==> src/rtl/waveform_buffer_reader.sv <==
// Pops one event header, then streams its samples out of the waveform RAM through a 2-entry skid buffer.
// First word is valid 4 cycles after the header pop; out_valid never waits on out_ready.
module waveform_buffer_reader #(
   parameter int P_DATA_WIDTH = 22,
   parameter int P_ADR_WIDTH  = 12,
   parameter int P_HDR_WIDTH  = 80
) (
   input  logic                    clk,
   input  logic                    rst,
   input  logic                    en,
   input  logic                    hdr_empty,
   input  logic [P_HDR_WIDTH-1:0]  hdr_data,
   output logic                    hdr_rdreq,
   output logic [P_ADR_WIDTH-1:0]  wvb_rd_addr,
   input  logic [P_DATA_WIDTH-1:0] wvb_data,
   output logic [P_HDR_WIDTH-1:0]  out_hdr,
   output logic [P_DATA_WIDTH-1:0] out_data,
   output logic                    out_valid,
   input  logic                    out_ready,
   output logic                    out_sof,
   output logic                    out_eof,
   output logic                    eoe_err,
   output logic                    busy
);
   localparam int A = P_ADR_WIDTH;

   typedef enum logic [2:0] {S_IDLE, S_HPOP, S_HCAP, S_READ, S_DRAIN} state_t;

   typedef struct packed {
      logic [P_DATA_WIDTH-1:0] dat;
      logic                    sof;
      logic                    eof;
   } word_t;

   state_t                 r_state, w_state_nxt;
   logic [P_HDR_WIDTH-1:0] r_hdr;
   logic [A-1:0]           r_addr, r_stop;
   logic [A:0]             r_remain;
   logic                   r_first;
   logic                   r_inf, r_inf_sof, r_inf_eof;
   logic [1:0]             r_occ;
   word_t                  r_sk0, r_sk1;

   logic                   w_pop, w_room, w_issue;
   logic [A-1:0]           w_start_in, w_stop_in;
   logic [A:0]             w_remain_init;
   word_t                  w_new;

   assign w_start_in    = hdr_data[A-1:0];
   assign w_stop_in     = hdr_data[2*A-1:A];
   // Span is taken modulo 2^A so a stop below start wraps through the end of the RAM.
   assign w_remain_init = {1'b0, w_stop_in - w_start_in} + (A+1)'(1);
   assign w_pop         = out_valid & out_ready;
   assign w_room        = ({1'b0, r_occ} + {2'b00, r_inf}) < (3'd2 + {2'b00, w_pop});
   assign w_new         = '{dat: wvb_data, sof: r_inf_sof, eof: r_inf_eof};

   always_comb begin
      w_state_nxt = r_state;
      w_issue     = 1'b0;
      case (r_state)
         S_IDLE:  if (en && !hdr_empty) w_state_nxt = S_HPOP;
         S_HPOP:  w_state_nxt = S_HCAP;
         S_HCAP:  w_state_nxt = S_READ;
         S_READ: begin
            w_issue = w_room;
            if (w_room && r_remain == (A+1)'(1)) w_state_nxt = S_DRAIN;
         end
         S_DRAIN: if (!r_inf && r_occ == {1'b0, w_pop}) w_state_nxt = S_IDLE;
         default: w_state_nxt = S_IDLE;
      endcase
   end

   always_ff @(posedge clk or posedge rst) begin
      if (rst) begin
         r_state   <= S_IDLE;
         r_hdr     <= '0;
         r_addr    <= '0;
         r_stop    <= '0;
         r_remain  <= '0;
         r_first   <= 1'b0;
         r_inf     <= 1'b0;
         r_inf_sof <= 1'b0;
         r_inf_eof <= 1'b0;
      end else begin
         r_state   <= w_state_nxt;
         r_inf     <= w_issue;
         r_inf_sof <= r_first;
         r_inf_eof <= (r_addr == r_stop);
         if (r_state == S_HCAP) begin
            r_hdr    <= hdr_data;
            r_addr   <= w_start_in;
            r_stop   <= w_stop_in;
            r_remain <= w_remain_init;
            r_first  <= 1'b1;
         end
         if (w_issue) begin
            r_addr   <= r_addr + A'(1);
            r_remain <= r_remain - (A+1)'(1);
            r_first  <= 1'b0;
         end
      end
   end

   // Head entry r_sk0 drives the output; r_sk1 absorbs the word that was already in flight when ready dropped.
   always_ff @(posedge clk or posedge rst) begin
      if (rst) begin
         r_occ <= 2'd0;
         r_sk0 <= '0;
         r_sk1 <= '0;
      end else begin
         case ({r_inf, w_pop})
            2'b10: begin
               if (r_occ == 2'd0) r_sk0 <= w_new;
               else               r_sk1 <= w_new;
               r_occ <= r_occ + 2'd1;
            end
            2'b01: begin
               r_sk0 <= r_sk1;
               r_occ <= r_occ - 2'd1;
            end
            2'b11: begin
               if (r_occ == 2'd1) begin
                  r_sk0 <= w_new;
               end else begin
                  r_sk0 <= r_sk1;
                  r_sk1 <= w_new;
               end
            end
            default: ;
         endcase
      end
   end

   assign out_valid   = (r_occ != 2'd0);
   assign out_data    = r_sk0.dat;
   assign out_sof     = out_valid & r_sk0.sof;
   assign out_eof     = out_valid & r_sk0.eof;
   assign eoe_err     = w_pop & (r_sk0.dat[0] != r_sk0.eof);
   assign out_hdr     = r_hdr;
   assign wvb_rd_addr = r_addr;
   assign hdr_rdreq   = (r_state == S_HPOP);
   assign busy        = (r_state != S_IDLE);
endmodule
==> config.mk <==
export PLATFORM = sky130hd
export DESIGN_NAME = waveform_buffer_reader
export DESIGN_NICKNAME = d
export VERILOG_FILES = /design/src/rtl/waveform_buffer_reader.sv
export SDC_FILE = /design/constraint.sdc
export NUM_CORES = 1
export LEC_CHECK = 0
export BUFFER_PORTS_ARGS = -buffer_cell sky130_fd_sc_hd__buf_2
export CAP_MARGIN = 40
export CELL_PAD_IN_SITES_DETAIL_PLACEMENT = 0
export CELL_PAD_IN_SITES_GLOBAL_PLACEMENT = 1
export CORE_AREA = 2 2 141 143
export DETAILED_ROUTE_END_ITERATION = 10
export DIE_AREA = 0 0 143 145
export PLACE_DENSITY = 0.87
export SYNTH_ARGS = -nofsm -noshare
export SYNTH_HDL_FRONTEND = slang
export SYNTH_SLANG_ARGS = --single-unit
==> constraint.sdc <==
create_clock -name clk -period 8.58 [get_ports clk]
set_clock_uncertainty 0.1 [all_clocks]
set_input_delay 1.287 -clock clk [delete_from_list [all_inputs] [get_ports clk]]
set_output_delay 1.287 -clock clk [all_outputs]
set_load 0.02 [all_outputs]
# After elaboration in Yosys (flattened, before gate mapping)
# Cells that the tools add are included.
[word_totals]
reg_bits = 174
input_bits = 107
elab_cells = 81
[op_classes]
addsub = 8
order_cmp = 1
eq_ne = 18
n_mux = 18
bitwise = 4
n_reduce_logical = 16
[op_table]
columns = ["operator", "n"]
rows = [
  ["2-to-1 mux 24 bit", 4],
  ["case mux 24 bit (3 select lines)", 1],
  ["case mux 24 bit (2 select lines)", 1],
  ["2-to-1 mux 13 bit", 2],
  ["2-to-1 mux 12 bit", 2],
  ["case mux 3 bit (5 select lines)", 1],
  ["adder 12 x 1 -> 13 bit, second input constant", 1],
  ["equality test 13 x 1 -> 1 bit, second input constant", 1],
  ["subtractor 13 x 1 -> 13 bit, second input constant", 1],
  ["adder 12 x 1 -> 12 bit, second input constant", 1],
  ["equality test 12 bit", 1],
  ["inequality test 2 bit, second input constant", 6],
  ["subtractor 12 bit", 1],
  ["2-to-1 mux 3 bit", 3],
  ["nonzero test 2 bit", 4],
  ["equality test 3 x 2 -> 1 bit, second input constant", 2],
  ["AND reduction 3 bit", 2],
  ["nonzero test 3 bit", 2],
  ["bitwise AND 1 bit", 4],
  ["equality test 2 x 1 -> 1 bit, second input constant", 2],
  ["equality test 2 bit, second input constant", 2],
  ["case mux 2 bit (2 select lines)", 1],
  ["adder 2 x 1 -> 3 bit", 1],
  ["adder 2 x 1 -> 3 bit, first input constant", 1],
  ["13 further kinds", 18],
]

# Logic depth before layout (Yosys ltp)
[depth]
depth_word = 7
ltp_mapped = 11
ltp_nobuf = 11

# Worst setup path after synthesis
# No wires, ideal clock.
[synth_timing]
kind = "input-to-reg"
start = "input hdr_data[12]"
end = "register r_remain[11]"
t_arrival_ps = 3623
slack_ps = 4792
path_stages = 11
path_buffers = 0
path_cell_list = "inv_1 > ha_1 > inv_1 > fa_1 > a21o_4 > a41oi_4 > xnor2_1 > nand4_1 > or3_1 > o311ai_0 > o211a_1"
[synth_between]
elab_chain_len = 4
[synth_rtl]
columns = ["element", "line", "source"]
rows = [
  ["start, declared", "12", "input logic [P_HDR_WIDTH-1:0] hdr_data,"],
  ["subtractor 12 bit", "52", "assign w_remain_init = {1'b0, w_stop_in - w_start_in} + (A+1)'(1);"],
  ["adder 12 x 1 -> 13 bit", "52", ""],
  ["2-to-1 mux 13 bit", "89", "if (r_state == S_HCAP) begin"],
  ["2-to-1 mux 13 bit", "96", "if (w_issue) begin"],
  ["end signal, assigned", "93", "r_remain <= w_remain_init;"],
  ["end signal, assigned", "98", "r_remain <= r_remain - (A+1)'(1);"],
  ["end, declared", "38", "logic [A:0] r_remain;"],
]
# Every way passes these cells. The select of a mux whose other input is x is not followed.
# A chain may end at the register's enable or synchronous reset.

# Worst setup path in the final report
# Same ends and word-level chain as after synthesis.

==> metrics.md <==
| Metric | Value |
|---|---|
| Sink Count | 162 |
| Commonest non-fill, non-tap cell in the layout | nand2_1 |
| Cell Area, Synth | 0.007996 mm2 |
| Max-cap violations | 0 |
| WP buf/inv | 3 |
| Area leader, netlist | dfrtp_1 |
| Vias in the first global route | 6576 |
| Vias per std cell | 5.043 |
| YS warnings | 0 |
| Area grow syn2layout | 24.50% |
| Post-Syn Area per Cell | 9.244 um2 |
| Yosys cell types | 59 |
| Achievable Freq | 274.0 MHz |
| Post-DRT Antenna Nets | 0 |
| Area contributors post-synth | dfrtp_1, nand2_1, ha_1 |
| Detail Placement HPWL | 14850 um |
| Starting Density | 41.63% |
| DR iter-0 viols | 411 |
| Fin cells | 1335 |
| Worst-Skew Late Latency | 0.43 ns |
| Global Route Usage Sum | 20.35% |
| Remaining DRCs | 0 |
| Slew Viols, Final | 0 |
| Final Critical Period | 3.650 ns |
| Clk Tree Root Cell | clkbuf_16 |
| Ys flop type | dfrtp_1 |
| Highest net fanout along the worst path | 5 |
| Number of diodes | 0 |
| Largest stage delay, worst path | 0.43 ns |
| Setup tns final | 0 ns |
| Mapped Nets | 995 |
| Worst slew pin tran | 0.8527 ns |
| VDD IR max | 176.0 uV |
| Die area | 0.02074 mm2 |
| Final wirelength | 20860 um |
| Initial antenna violation count | 0 |
| Core area | 0.01921 mm2 |
| Slew margin rel. | 43.16% |
| First-pass GRT wire length | 33670 um |
| Die Ht | 145 um |
| Clk slew on worst S/H paths | 0.07 ns |
| Share of layout cells above drive strength 1 | 28.22% |
| CP delay by family, top | compound AO/OA/AOI/OAI gates |
| Most frequent cells in the layout | nand2_1, buf_2, dfrtp_1 |
| Unrepaired setup endpoints after global routing | no |
| DR pass1 iterations | 5 |
| Slowest cell on crit path | fa_1 |
| CP Cell Sequence | buf_2 -> inv_1 -> ha_1 -> inv_1 -> fa_1 -> a21o_4 -> a41oi_4 -> xnor2_1 -> nand4_1 -> or3_1 -> o311ai_0 -> o211a_1 |
| Post-CTS Setup Bufs | 0 |
| Average wire per standard cell | 15.63 um |
| Hold crit path type | reg2reg |
| Grt ovf | 0 |
| Placed Instance Area | 0.009334 mm2 |
| Port buffer count | 226 |
| Clock Path Buffers | 2 |
| Top-area cell type share of the netlist area | 50.70% |
| Run status | finished clean |
| Nets@finish | 1187 |
| Via count | 6733 |
| Tot Pwr | 0.003563 W |
| Number of buffers created by CTS | 17 |
| Crit path top cell by count | inv_1 |
| H-tree depth | 4 |
| Post-synthesis sequential element count | 162 |
| Io pins | 227 |
| CTS tree | built |
| Seq/Total Area, Yosys | 50.70% |
| Final instance area | 0.009956 mm2 |
| CP Launch Type | input pin |
| CP required | 8.84 ns |
| Synth Instances | 865 |
| WP data arrival | 3.91 ns |
| Number of synthesized flops with an enable pin | 0 |
| Final-report hold violation count | 0 |
| P per Cell Area | 357.9 mW/mm2 |
| Final period utilization | 42.54% |
| WS Path Type | in2reg |
| Leakage | 4.761 nW |
| Die Span X | 143 um |
| Placed cells | 1303 |
| Hold buffers post-CTS | 0 |
| # rows | 51 |
| Async S/R FF share, synth | 100.0% |
| Routability congestion estimate from global placement | 0.8520 |
| Critical path capture point type | flop |
| PostCTS Resize Cnt | 0 |
| Setup Viol. Count Final | 0 |
| Largest net degree at the start of global routing | 84 |
## kinds of logic after synthesis
kind of cell	count (synthesis)	share of synthesized area [%]
AND/OR/NAND/NOR	374	19.76
flip-flops	162	50.70
AO/OA/AOI/OAI	156	13.02
buffers and inverters	87	5.148
XOR/XNOR	37	4.053
multiplexers	26	3.630
adder cells (fa/ha/maj)	23	3.693
## power breakdown
group	switching [W]	total (W)	internal (W)
combinational	0.000921	0.00149	0.000566
clock	0.000336	0.000803	0.000467
sequential	0.000205	0.00127	0.00107
## state kept, by name, indices dropped and copies added (netlist names)
name and count:
out_data 22, out_hdr 80, r_first 1, r_inf 1, r_inf_eof 1, r_inf_sof 1, r_occ 2, r_remain 13
r_sk0 2, r_sk1 24, r_state 3, wvb_rd_addr 12
## Yosys cell counts (all sizes together), types with 2 or more instances
cell type and number:
clkbuf 30, a21o 7, o311ai 3, nor3 7, nand4 4, a21boi 3
nor4 6, nor3b 6, xor2 11, o211ai 3, mux2 24, nand3 5
ha 22, mux2i 2, inv 24, xnor2 26, and2 3, o221ai 3
o21ai 54, dfrtp 162, or3 3, and3 11, a21oi 26, a31oi 3
a22oi 24, nor2b 4, a211oi 2, nand2 293, nor2 18, o31ai 3
nand2b 3, nand3b 4, o22ai 3, o211a 12, buf 32
## layer usage
metal	up-vias	track usage, %	part of all wire, %
li1	3277	-	-
met1	3195	27.48	45
met2	230	32.08	46
met3	31	4.785	6.4
met5	-	0	0
met4	0	6.980	2.3
## cell type report
cell class	instances	area, um2
multi-input cells	616	3551
fillers	1773	9251
clock inverters	15	196.4
clock buffers	17	425.4
repair buffers	235	1299
well taps	265	331.6
inverters	25	98.84
flip-flops and latches	162	4054
## through the flow
stage	utilization, %	setup WS [ns]	hold WS, ns
after floorplan	-	2.816	0.2535
final	51.83	4.930	0.2900
after global routing	51.83	4.672	0.3019
after CTS	51.83	4.945	0.2888
after global placement	47.88	4.532	0.2665
after detailed placement	48.60	4.501	0.2740
## path summary, 6_finish.rpt
check | startpoint | end | slack [ns] | depth (start not counted)
max in group asynchronous | rst | out_data[17] | 6.31 | 4
hold / removal | r_first | r_inf_sof | 0.29 | 0
min in group asynchronous | rst | out_data[12] | 0.89 | 2
setup / recovery | hdr_data[12] | r_remain[11] | 4.93 | 12
hold reg to reg | r_first | r_inf_sof | 0.29 | 0
setup reg to reg | r_occ[0] | r_remain[3] | 5.10 | 9
No activity file was read; power rests on OpenSTA's default activity.
